### src/rtl/lc3_decode.sv
// lc3_decode: LC-3 decode stage. Captures an instruction word and its NPC
// when enable_decode is asserted, and registers the execute/writeback/memory
// control fields decoded from that same word on the same edge.
//
// Ports:
//   clk                   - single clock, rising edge
//   rst                   - synchronous active-low reset
//   enable_decode         - dout/npc_in valid this cycle
//   dout[15:0]            - instruction word from fetch
//   npc_in[15:0]          - PC+1 of the instruction in dout
//   IR[15:0]              - registered instruction
//   npc_out[15:0]         - registered npc_in
//   E_control[5:0]        - {alu_control[1:0], pcselect1[1:0], pcselect2, op2select}
//   W_control[1:0]        - writeback source: 00 ALU, 01 LEA, 10 memory
//   Mem_control           - 1 for indirect access (LDI/STI)
//   enable_decode_delayed - enable_decode delayed one cycle; qualifies outputs
module lc3_decode (
  input  logic        clk,
  input  logic        rst,
  input  logic        enable_decode,
  input  logic [15:0] dout,
  input  logic [15:0] npc_in,
  output logic [15:0] IR,
  output logic [15:0] npc_out,
  output logic [5:0]  E_control,
  output logic [1:0]  W_control,
  output logic        Mem_control,
  output logic        enable_decode_delayed
);

  localparam logic [3:0] OP_BR  = 4'b0000;
  localparam logic [3:0] OP_ADD = 4'b0001;
  localparam logic [3:0] OP_LD  = 4'b0010;
  localparam logic [3:0] OP_ST  = 4'b0011;
  localparam logic [3:0] OP_AND = 4'b0101;
  localparam logic [3:0] OP_LDR = 4'b0110;
  localparam logic [3:0] OP_STR = 4'b0111;
  localparam logic [3:0] OP_NOT = 4'b1001;
  localparam logic [3:0] OP_LDI = 4'b1010;
  localparam logic [3:0] OP_STI = 4'b1011;
  localparam logic [3:0] OP_JMP = 4'b1100;
  localparam logic [3:0] OP_LEA = 4'b1110;

  logic [3:0] opcode;
  logic [1:0] alu_control;
  logic [1:0] pcselect1;
  logic       pcselect2;
  logic       op2select;
  logic [1:0] w_next;
  logic       mem_next;

  assign opcode = dout[15:12];

  // Controls are decoded from the incoming word and captured alongside it,
  // so the registered controls always describe the registered IR.
  always_comb begin
    alu_control = 2'b00;
    pcselect1   = 2'b00;
    pcselect2   = 1'b0;
    op2select   = 1'b0;
    w_next      = 2'b00;
    mem_next    = 1'b0;
    unique case (opcode)
      OP_ADD: op2select = ~dout[5];
      OP_AND: begin
        alu_control = 2'b01;
        op2select   = ~dout[5];
      end
      OP_NOT: begin
        alu_control = 2'b10;
        op2select   = 1'b1;
      end
      OP_BR, OP_ST: begin
        pcselect1 = 2'b01;
        pcselect2 = 1'b1;
      end
      OP_LD: begin
        pcselect1 = 2'b01;
        pcselect2 = 1'b1;
        w_next    = 2'b10;
      end
      OP_LDI: begin
        pcselect1 = 2'b01;
        pcselect2 = 1'b1;
        w_next    = 2'b10;
        mem_next  = 1'b1;
      end
      OP_STI: begin
        pcselect1 = 2'b01;
        pcselect2 = 1'b1;
        mem_next  = 1'b1;
      end
      OP_LEA: begin
        pcselect1 = 2'b01;
        pcselect2 = 1'b1;
        w_next    = 2'b01;
      end
      OP_LDR: begin
        pcselect1 = 2'b10;
        w_next    = 2'b10;
      end
      OP_STR: pcselect1 = 2'b10;
      OP_JMP: pcselect1 = 2'b11;
      default: ;  // unsupported opcodes decode to all-zero controls
    endcase
  end

  always_ff @(posedge clk) begin
    if (!rst) begin
      IR                    <= '0;
      npc_out               <= '0;
      E_control             <= '0;
      W_control             <= '0;
      Mem_control           <= 1'b0;
      enable_decode_delayed <= 1'b0;
    end else begin
      enable_decode_delayed <= enable_decode;
      if (enable_decode) begin
        IR          <= dout;
        npc_out     <= npc_in;
        E_control   <= {alu_control, pcselect1, pcselect2, op2select};
        W_control   <= w_next;
        Mem_control <= mem_next;
      end
    end
  end

endmodule

### config.mk
export PLATFORM = sky130hd
export DESIGN_NAME = lc3_decode
export DESIGN_NICKNAME = d
export VERILOG_FILES = /design/src/rtl/lc3_decode.sv
export SDC_FILE = /design/constraint.sdc
export NUM_CORES = 1
export LEC_CHECK = 0
export CAP_MARGIN = 15
export CORE_AREA = 2 2 47 93
export CTS_CLUSTER_DIAMETER = 40
export DETAILED_ROUTE_END_ITERATION = 7
export DIE_AREA = 0 0 49 95
export HOLD_SLACK_MARGIN = 0.05
export PLACE_DENSITY = 0.91
export SLEW_MARGIN = 20
export SYNTH_ARGS = -nofsm -noshare
export SYNTH_HDL_FRONTEND = slang
export SYNTH_SLANG_ARGS = --single-unit
export TNS_END_PERCENT = 10
### constraint.sdc
create_clock -name clk -period 2.2 [get_ports clk]
set_input_delay 0.44 -clock clk [delete_from_list [all_inputs] [get_ports clk]]
set_output_delay 0.44 -clock clk [all_outputs]
set_load 0.1 [all_outputs]
# Yosys cells after proc, flatten, opt, wreduce, memory -nomap -nowiden
# Cells that the tools add are included.
[word_totals]
word_cells = 30
ff_bits = 42
[classes]
n_eq_ne = 11
bitwise_logic = 1
muxes = 6
reduce_logical = 6
[ops]
columns = ["operator", "count"]
rows = [
  ["$eq A4 B4 Y1 const B", 5],
  ["$eq A4 B3 Y1 const B", 3],
  ["$eq A4 B2 Y1 const B", 2],
  ["$pmux W2 S2", 2],
  ["$pmux W2 S3", 1],
  ["$reduce_or A2 Y1", 3],
  ["$reduce_or A6 Y1", 1],
  ["$eq A4 B1 Y1 const B", 1],
  ["$logic_not A4 Y1", 1],
  ["$reduce_or A3 Y1", 1],
  ["$mux W1", 2],
  ["$pmux W1 S2", 1],
  ["$not A1 Y1", 1],
]

# Depth between registers and ports, before layout
[depth]
depth_word = 3
depth_mapped = 4
ltp_nobuf = 3

# Worst setup path after synthesis
# OpenSTA, ideal clock, no wires.
[synth_timing]
path_type = "register to register"
startpoint = "register, netlist name E_control[3]"
endpoint = "register E_control[3]"
t_arrival_ns = 1.320
synth_period_minus_slack_ns = 1.394
path_stages_with_launch = 4
setup_ns = 0.074
n_path_buf = 0
path_slack_ns = 0.806
required_time_ns = 2.126
cell_sequence = "dfxtp_1 mux2_1 nand2_1 a31oi_1"
[synth_lines]
columns = ["element", "line", "text"]
rows = [
  ["to (signal assigned)", "121", "E_control <= {alu_control, pcselect1, pcselect2, op2select};"],
  ["to (decl)", "25", "output logic [5:0] E_control,"],
]

# Worst setup path after layout
[layout_timing]
startpoint = "input dout[15]"
endpoint = "register E_control[3]"
[layout_via]
elab_chain_cells = 3
word_cells_on_any_way = 12
cone_classes = "8 x eq/ne; 1 x mux; 3 x reduce/logical"
[layout_rtl]
columns = ["element", "line", "text"]
rows = [
  ["from (decl)", "21", "input logic [15:0] dout,"],
  ["$eq A4 B4 Y1, or another cell as far along", "63", "unique case (opcode)"],
  ["$reduce_or A6 Y1 (no line) / $reduce_or A2 Y1 (equally long branches)", "--", ""],
  ["$pmux W2 S3 (*)", "63", ""],
]
# Every way passes the cells marked *; elsewhere a longest branch is shown, timed or not.
# A chain may end at the register's enable or synchronous reset.

==> impl_metrics.toml <==
[critical_path]
cpMaxStageDelayCell = "clkdlybuf4s50_1"
arrival_ps = 1710
required_ps = 2420
critPathKind = "input port to flop"
start_kind = "input port"
timing.rr.start = "E_control[3]$_SDFFE_PN0P_"
end_kind = "flop"
crit_path_max_fanout = 8
path_cells = "clkdlybuf4s50_1 -> inv_4 -> or3_1 -> a31oi_1"
cpPeakStageDelay_ps = 680
worst-path-buf-inv = 2
cp_top_family = "buffers and inverters"
crit_path_start = "dout[15]"

[clock_tree]
cts_tree = "built"
clkLatencyLatePin_ps = 290
clockRootBuffer = "clkbuf_8"
path_clk_slew_ps = 80
cts_buffers = 5
ctsHoldBuffers = 0
clock_sinks = 42
post_cts_buffers = 0
cts.repair.resized = 0
cts.path.max_buffers = 2
htree_levels = 2

[placement]
place_hpwl_microns = 2680
dpl_worst_slack_ps = 437
place.gp.congestion = 0.752
port_buffers = 76

[logic_synthesis]
synth-seq-cells = 42
syn_nets = 184
ys_warn_count = 0
syn_area_sq_um = 1640
synthCells = 149
ys_seq_area_share_pct = 51.3
syn_area_per_cell_sq_um = 11.0
synth_cell_type_count = 25

[sta]
setup-violations-final = 0
final.setup_skew_ps = 0
worstMarginPinSlew_ps = 480
max_freq_mhz = 670
hold_viol_final = 0
rsz0062_at_grt = "false"
drv_slew = 0
maxSlewHeadroom_pct = 68.0
period_needed_ps = 1490
finalSetupTns_ps = 0
finalCritPeriodShare_pct = 67.9
worst_slack_ps = 707

[routing]
routed_via_density = 4.75
first_pass_iters = 3
routed_wl_microns = 3610
num_vias = 1325
first_iter_violations = 21
drcViolationCount = 0
routedWlPerCell_microns = 12.9
drtAntennaViolNets = 0

[power]
power.density_nw_per_um2 = 856
vdd_ir_drop_max_mv = 0.574
p_leak_nw = 1.12
power.total_mw = 2.11

[die]
die_h_microns = 95
dieArea_sq_um = 4660
coreArea_sq_um = 4010
start_util_pct = 40.9
dieWidth_microns = 49
num_io_pins = 77
row_count = 33

[flow_run]
maxCapViolCount = 0

[global_route]
grt_use_total_pct = 16.5
antenna_found_initial = 0
grt_max_degree = 40
grt_pass1_vias = 1308
grt_pass1_wl_microns = 5960
grt.overflow.total = 0

[final_layout]
num-fill-cells = 339
nets = 261
syn2layout_area_growth_pct = 50.2
drive_gt1_share_pct = 26.0
most-common-layout-cells = "buf_4 (46), dfxtp_1 (42), nor2b_1 (34), clkdlybuf4s50_1 (33), mux2i_1 (32)"
diodes = 0
final_common_cell = "buf_4"

[worst_hold_path]
hp-start = "W_control[0]$_SDFFE_PN0P_"
hold_path.class = "flop to flop"

[run_status]
status = "complete, no violations"
## report_power, final
part | internal [mW] | total, mW | switching [mW]
clock | 0.484 | 0.738 | 0.254
combinational | 0.161 | 0.546 | 0.385
sequential | 0.802 | 0.823 | 0.0213
## worst min-delay path, cell delays in order, from the launching register on
cell and delay (ps):
dfxtp_1 320, nand2b_1 60, a21boi_1 50
## cell usage after synthesis (all sizes together)
cell | count | share of area (%)
mux2i | 32 | 20
a31oi | 2 | 0.76
o21ai | 3 | 0.92
nand2 | 5 | 1.1
clkbuf | 3 | 0.69
and2 | 1 | 0.53
and3b | 1 | 0.53
a21boi | 3 | 1.4
dfxtp | 42 | 51
nor2b | 34 | 13
nand4 | 2 | 0.76
mux2 | 1 | 0.69
nand3 | 1 | 0.31
a21oi | 1 | 0.31
nor2 | 1 | 0.23
or3 | 1 | 0.38
o21a | 1 | 0.46
nand2b | 3 | 1.1
inv | 2 | 0.61
buf | 7 | 3.4
a32o | 3 | 2.0
## worst paths after layout
check,end,slack (ps),depth (start not counted)
worst max-delay path,E_control[3]$_SDFFE_PN0P_,710,4
worst min-delay path,W_control[0]$_SDFFE_PN0P_,470,2
worst max register to register,E_control[3]$_SDFFE_PN0P_,1400,3
worst min register to register,W_control[0]$_SDFFE_PN0P_,470,2
## metal layers
| layer | up-vias | track usage, % | wire length (microns) |
|---|---|---|---|
| li1 | 656 | - | - |
| met1 | 597 | 18.9 | 1500 |
| met2 | 67 | 27.1 | 1720 |
| met3 | 5 | 5.54 | 320 |
| met4 | 0 | 8.57 | 65 |
| met5 | - | 0 | 0 |
## cells by family after synthesis
group / synth area share, %
muxes: 20.2
and+or+nand+nor: 18.0
AOI/OAI and AO/OA: 5.80
buffers and inverters: 4.66
DFF: 51.3
## state kept, by name (all words and copies together), names as in the netlist
| register | flops |
|---|---|
| IR | 16 |
| Mem_control | 1 |
| E_control | 6 |
| npc_out | 16 |
| enable_decode_delayed | 1 |
| W_control | 2 |
## metrics by stage
stage,util [%],area [sq um],instances,hold WS [ps]
6_report,61.4,2460,279,475
3_3_place_gp,57.9,2320,271,454
5_1_grt,61.4,2460,279,509
4_1_cts,61.4,2460,279,482
3_5_place_dp,57.9,2320,271,462
2_1_floorplan,-,1640,149,586
## layout make-up
type | instances | area (sq um) | area share [%]
repair buffers | 80 | 681 | 27.7
well taps | 52 | 65.1 | 2.64
clock buffers | 6 | 82.6 | 3.36
clock inverters | 2 | 60.1 | 2.44
flip-flops and latches | 42 | 841 | 34.2
inverters | 2 | 10.0 | 0.407
multi-input cells | 95 | 722 | 29.3
(Power assumes the default switching activity.)
